File: src/rtl/tm1638_pkg.sv
// Shared constants, state encoding and frame byte mapping for the TM1638 display writer.
package tm1638_pkg;

   localparam logic [7:0] TM_CMD_DATA_AUTO = 8'h40;
   localparam logic [7:0] TM_CMD_ADDR0     = 8'hC0;
   localparam logic [7:0] TM_CMD_DISP_ON   = 8'h88;

   // Frame selector: data command, display memory write, display control.
   localparam logic [1:0] FR_DATA = 2'd0;
   localparam logic [1:0] FR_DISP = 2'd1;
   localparam logic [1:0] FR_CTRL = 2'd2;

   typedef logic [2:0] tm_state_t;

   localparam tm_state_t ST_IDLE      = 3'd0;
   localparam tm_state_t ST_STB_LEAD  = 3'd1;
   localparam tm_state_t ST_BIT_LOW   = 3'd2;
   localparam tm_state_t ST_BIT_HIGH  = 3'd3;
   localparam tm_state_t ST_STB_TRAIL = 3'd4;
   localparam tm_state_t ST_STB_GAP   = 3'd5;
   localparam tm_state_t ST_DONE      = 3'd6;

   typedef struct packed {
      logic [63:0] digits;
      logic [7:0]  leds;
      logic [2:0]  brightness;
   } tm_snapshot_t;

   // Byte idx of a frame. In the display frame idx 0 is the address command,
   // then memory address (idx-1): even = digit segments, odd = LED bit.
   function automatic logic [7:0] tm_frame_byte(input logic [1:0] frame,
                                                input logic [4:0] idx,
                                                input tm_snapshot_t snap);
      logic [3:0] addr;
      logic [7:0] b;
      addr = 4'(idx - 5'd1);
      case (frame)
         FR_DISP: begin
            if (idx == 5'd0)
               b = TM_CMD_ADDR0;
            else if (!addr[0])
               b = snap.digits[{addr[3:1], 3'b000} +: 8];
            else
               b = {7'b0, snap.leds[addr[3:1]]};
         end
         FR_CTRL: b = TM_CMD_DISP_ON | {5'b0, snap.brightness};
         default: b = TM_CMD_DATA_AUTO;
      endcase
      return b;
   endfunction

endpackage

File: src/rtl/tm1638_display_writer_shifter.sv
// Serialises one byte LSB first as TM1638 CLK/DIO: low half with new data, then high half.
module tm1638_byte_shifter (
   input  logic       clk,
   input  logic       reset,
   input  logic       load,
   input  logic [7:0] byte_in,
   input  logic       tick,
   output logic       tm_clk,
   output logic       tm_dio,
   output logic       byte_done
);

   logic [6:0] sh;
   logic [2:0] bit_idx;
   logic       active;

   // A load always starts a low half carrying bit 0; each tick toggles the clock phase
   // and a falling phase presents the next bit.
   always_ff @(posedge clk) begin
      if (!reset) begin
         sh      <= '0;
         bit_idx <= '0;
         active  <= 1'b0;
         tm_clk  <= 1'b1;
         tm_dio  <= 1'b1;
      end else if (load) begin
         sh      <= byte_in[7:1];
         bit_idx <= '0;
         active  <= 1'b1;
         tm_clk  <= 1'b0;
         tm_dio  <= byte_in[0];
      end else if (active && tick) begin
         if (!tm_clk) begin
            tm_clk <= 1'b1;
         end else if (bit_idx == 3'd7) begin
            active <= 1'b0;
         end else begin
            bit_idx <= bit_idx + 3'd1;
            tm_clk  <= 1'b0;
            tm_dio  <= sh[0];
            sh      <= {1'b0, sh[6:1]};
         end
      end
   end

   assign byte_done = active && tick && tm_clk && (bit_idx == 3'd7);

endmodule

File: src/rtl/tm1638_display_writer.sv
// TM1638 display refresh: snapshot inputs, then send data-command, display-memory and
// display-control frames over STB/CLK/DIO.
//
// state        | meaning
// IDLE         | pins idle high, waiting for start
// STB_LEAD     | STB low, CLK high, one half period before first bit
// BIT_LOW      | CLK low half, DIO carries current bit
// BIT_HIGH     | CLK high half, chip samples on the rising edge
// STB_TRAIL    | CLK high, STB still low, DIO held
// STB_GAP      | STB high, DIO released high
// DONE         | one-cycle completion pulse
module tm1638_display_writer
   import tm1638_pkg::*;
#(
   parameter int half_period = 25
) (
   input  logic        clk,
   input  logic        reset,
   input  logic        start,
   input  logic [63:0] digits,
   input  logic [7:0]  leds,
   input  logic [2:0]  brightness,
   output logic        busy,
   output logic        done,
   output logic        tm_stb,
   output logic        tm_clk,
   output logic        tm_dio
);

   localparam int CW = (half_period > 1) ? $clog2(half_period) : 1;
   localparam logic [CW-1:0] HP_LAST = CW'(half_period - 1);

   tm_state_t    state;
   logic [CW-1:0] hp_cnt;
   logic [1:0]   frame;
   logic [4:0]   byte_idx;
   logic [4:0]   load_idx;
   tm_snapshot_t snap;
   logic         tick;
   logic         load;
   logic         byte_done;
   logic         last_byte;
   logic         dio_release;
   logic         sh_dio;
   logic [7:0]   load_byte;

   assign tick      = (hp_cnt == HP_LAST);
   assign last_byte = (frame == FR_DISP) ? (byte_idx == 5'd16) : 1'b1;
   assign load      = tick && ((state == ST_STB_LEAD) ||
                               ((state == ST_BIT_HIGH) && byte_done && !last_byte));
   assign load_idx  = (state == ST_STB_LEAD) ? 5'd0 : byte_idx + 5'd1;
   assign load_byte = tm_frame_byte(frame, load_idx, snap);

   // Half-period timer: restarts on acceptance so every phase is exactly H cycles.
   always_ff @(posedge clk) begin
      if (!reset)
         hp_cnt <= '0;
      else if ((state == ST_IDLE) || (state == ST_DONE) || tick)
         hp_cnt <= '0;
      else
         hp_cnt <= hp_cnt + CW'(1);
   end

   // Frame sequencer: STB framing, byte stepping and the start/done handshake.
   always_ff @(posedge clk) begin
      if (!reset) begin
         state       <= ST_IDLE;
         frame       <= FR_DATA;
         byte_idx    <= '0;
         snap        <= '0;
         dio_release <= 1'b1;
      end else begin
         case (state)
            ST_IDLE: begin
               if (start) begin
                  snap     <= {digits, leds, brightness};
                  frame    <= FR_DATA;
                  byte_idx <= '0;
                  state    <= ST_STB_LEAD;
               end
            end
            ST_STB_LEAD: begin
               if (tick) begin
                  dio_release <= 1'b0;
                  state       <= ST_BIT_LOW;
               end
            end
            ST_BIT_LOW: begin
               if (tick)
                  state <= ST_BIT_HIGH;
            end
            ST_BIT_HIGH: begin
               if (tick) begin
                  if (byte_done && last_byte) begin
                     state <= ST_STB_TRAIL;
                  end else begin
                     if (byte_done)
                        byte_idx <= byte_idx + 5'd1;
                     state <= ST_BIT_LOW;
                  end
               end
            end
            ST_STB_TRAIL: begin
               if (tick) begin
                  dio_release <= 1'b1;
                  state       <= ST_STB_GAP;
               end
            end
            ST_STB_GAP: begin
               if (tick) begin
                  if (frame == FR_CTRL) begin
                     state <= ST_DONE;
                  end else begin
                     frame    <= frame + 2'd1;
                     byte_idx <= '0;
                     state    <= ST_STB_LEAD;
                  end
               end
            end
            ST_DONE: state <= ST_IDLE;
            default: state <= ST_IDLE;
         endcase
      end
   end

   tm1638_byte_shifter u_shifter (
      .clk       (clk),
      .reset     (reset),
      .load      (load),
      .byte_in   (load_byte),
      .tick      (tick),
      .tm_clk    (tm_clk),
      .tm_dio    (sh_dio),
      .byte_done (byte_done)
   );

   assign tm_dio = sh_dio | dio_release;
   assign busy   = (state != ST_IDLE) && (state != ST_DONE);
   assign done   = (state == ST_DONE);
   assign tm_stb = !((state == ST_STB_LEAD) || (state == ST_BIT_LOW) ||
                     (state == ST_BIT_HIGH) || (state == ST_STB_TRAIL));

endmodule

File: config.mk
export PLATFORM = sky130hd
export DESIGN_NAME = tm1638_display_writer
export DESIGN_NICKNAME = d
export VERILOG_FILES = /design/src/rtl/tm1638_pkg.sv /design/src/rtl/tm1638_display_writer_shifter.sv /design/src/rtl/tm1638_display_writer.sv
export SDC_FILE = /design/constraint.sdc
export NUM_CORES = 1
export LEC_CHECK = 0
export CORE_MARGIN = 2
export CORE_UTILIZATION = 50
export DETAILED_ROUTE_END_ITERATION = 7
export DONT_BUFFER_PORTS = 1
export GPL_ROUTABILITY_DRIVEN = 0
export SLEW_MARGIN = 25
export SYNTH_ARGS = -nofsm -noshare
export SYNTH_HDL_FRONTEND = slang
export SYNTH_SLANG_ARGS = --single-unit
File: constraint.sdc
create_clock -name clk -period 8.1 [get_ports clk]
set_input_delay 0.81 -clock clk [delete_from_list [all_inputs] [get_ports clk]]
set_output_delay 0.81 -clock clk [all_outputs]
set_load 0.1 [all_outputs]
==> impl_metrics.toml <==
[flow_run]
cap_violations = 0

[logic_synthesis]
synth-async-reset-ratio_pct = 0
synth_seq_area_share_pct = 39.1
avgSynthCellArea_um2 = 7.77
synth_nets = 772
yosysMostFrequentCell = "nand2_1"
synth_area_leaders = "dfxtp_1 39%, nand2_1 14%, a21boi_0 11%, mux2i_1 3.4%, nor2_1 3.1%"
ys_warn_count = 0
synth_area_um2 = 5330
ys_ff_latch = 104
synth_top_area_share_pct = 39.1
ys_top_cells_by_count = "199 x nand2_1, 104 x dfxtp_1, 77 x a21boi_0, 44 x nor2_1, 35 x clkbuf_1"
synth_ff_type = "dfxtp_1"
synth_top_area_cell = "dfxtp_1"
yosysUniqueCellTypes = 53
syn_inst = 686
synth-edff-count = 0

[detailed_routing]
vias = 4495
ant_nets = 0
viasPerCell = 5.64
drt-pass1-iter-count = 5
wl_um = 13200
dr.first_iter.drc_count = 276
wire_per_inst_um = 16.6
drcViolationCount = 0

[placed_design]
portBuffers = 0
place_area_um2 = 5380
hpwl_um = 9480

[cts]
numCtsBuffers = 9
post-cts-setup-buffers = 0
clk_path_buf_depth = 2
path_clk_slew_ns = 0.10
cts-root-buf = "clkbuf_8"
ctsResizeCount = 0
postCtsHoldBufs = 0
worstSkewPairLatency_ns = 0.39
cts_tree = "built"
htree_num_levels = 3
cts.sinks = 104

[min_path]
hp-class = "flip-flop to flip-flop"
worstHoldPathCells = 2

[final_layout]
area_growth_pct = 4.18
ff_latch_area_um2 = 2080
fin_nets = 743
fin_area_um2 = 5550
multi_input_area_um2 = 3050
drive_gt1_share_pct = 6.96
fillers = 1012
n_antenna_cell = 0

[grt]
grt_antenna_before_repair = 0
use_met2_pct = 41.1
grt_pass1_wl_um = 21300
use_met3_pct = 5.41
track_usage_pct = 23.9
grt_max_degree = 101
grt_pass1_vias = 4186
grt.busiest_layer = "met2"
grt-ovfl-total = 0
use_met1_pct = 29.7

[timing]
slew_headroom_pct = 30.0
worst_pin_slew_ns = 1.05
timing_hold_violations_final = 0
final.min_clock_period_ns = 3.41
skew_ns = 0.0117
fmax_mhz = 293
min_period_over_period_pct = 42.1
rsz0062_at_grt = "no"
drv_slew = 0
setup_viol_count_final = 0
setup-tns-final_ns = 0

[status]
outcome = "finished, final reports clean"

[critical_path]
cp_max_fo = 18
worst_setup_path_end_kind = "flip-flop"
cp_data_arrival_time_ns = 3.69
worst_setup_path_start_kind = "flip-flop"
setup.worst_path.class = "flip-flop to flip-flop"
reg2regPathDepth = 8
cp.required_ns = 8.38

[power]
peakVddDrop_mv = 0.175
p_per_area_nw_per_um2 = 182
p_leak_nw = 2.00

[floorplan]
die_y_um = 107
die_area_um2 = 11500
num_rows = 37
ios = 83
core_area_um2 = 10300
initial_utilization_pct = 51.6
chipWidth_um = 107
through the flow:
step	total power, mW	util [%]	hold slack [ns]	std cells	worst slack, ns
2_1_floorplan	0.700	-	0.430	686	4.85
3_3_place_gp	0.728	52.0	0.445	782	4.87
3_5_place_dp	0.734	52.1	0.454	782	4.71
5_1_grt	1.07	53.8	0.488	797	4.45
4_1_cts	1.02	53.7	0.467	797	4.69
6_report	1.01	53.8	0.467	797	4.69
power by group:
group          internal, mW  switching (mW)
clock network         0.112           0.179
registers             0.541          0.0250
logic                0.0560          0.0992
cell usage in the layout (no fill, tap or decap), drive strengths merged, types with 4 or more instances in the layout:
cell type	n
ha	8
nand2b	8
a21oi	21
clkbuf	11
dfxtp	104
o31ai	5
o211ai	14
mux2i	18
xnor2	7
nand3	18
a21boi	77
nand2	200
a31oi	12
inv	11
nor2	45
nor2b	9
buf	7
xor2	4
o21ai	20
mux2	10
nor3	10
state kept, by name, indices dropped and copies added (netlist names):
register           flops
u_shifter.active       1
u_shifter.tm_clk       1
frame                  2
u_shifter.sh           7
u_shifter.bit_idx      3
byte_idx               5
state                  3
dio_release            1
hp_cnt                 5
u_shifter.tm_dio       1
snap                  75
worst paths after layout:
path,startpoint,end,slack [ns]
worst min-delay path,snap[39],snap[39],0.47
worst min register to register,snap[39],snap[39],0.47
worst max-delay path,byte_idx[0],u_shifter.sh[0],4.69
worst max register to register,byte_idx[0],u_shifter.sh[0],4.69
critical path, cell delays in order (launching register included):
cell and delay [ns]:
dfxtp_1 0.57, inv_1 0.15, ha_1 0.58, and2b_2 0.32
xnor2_1 0.20, nor2_2 0.79, mux2_2 0.43, o211ai_1 0.18
a31oi_1 0.09
final cells by class:
| type | count | share of cell area, % |
|---|---|---|
| clock buffers | 11 | 2.37 |
| clock inverters | 4 | 0.541 |
| inverters | 10 | 0.676 |
| multi-input cells | 525 | 54.9 |
| flip-flops and latches | 104 | 37.5 |
| well taps | 136 | 3.07 |
| repair buffers | 7 | 0.947 |
per-layer routing:
layer / vias up / routed length [um]
met3: 14 / 656
met4: 0 / 211
met2: 105 / 6640
li1: 2279 / -
met5: - / 0
met1: 2097 / 5700
logic make-up after synthesis:
| logic type | count (synthesis) | synth area share (%) |
|---|---|---|
| AO/OA/AOI/OAI | 164 | 21.1 |
| XOR/XNOR | 11 | 1.81 |
| adder cells (fa/ha/maj) | 8 | 1.88 |
| buffers and inverters | 57 | 4.39 |
| flip-flops | 104 | 39.1 |
| multiplexers | 28 | 5.50 |
| AND/OR/NAND/NOR | 314 | 26.3 |
Note: power is estimated with default switching activity, not from simulation.
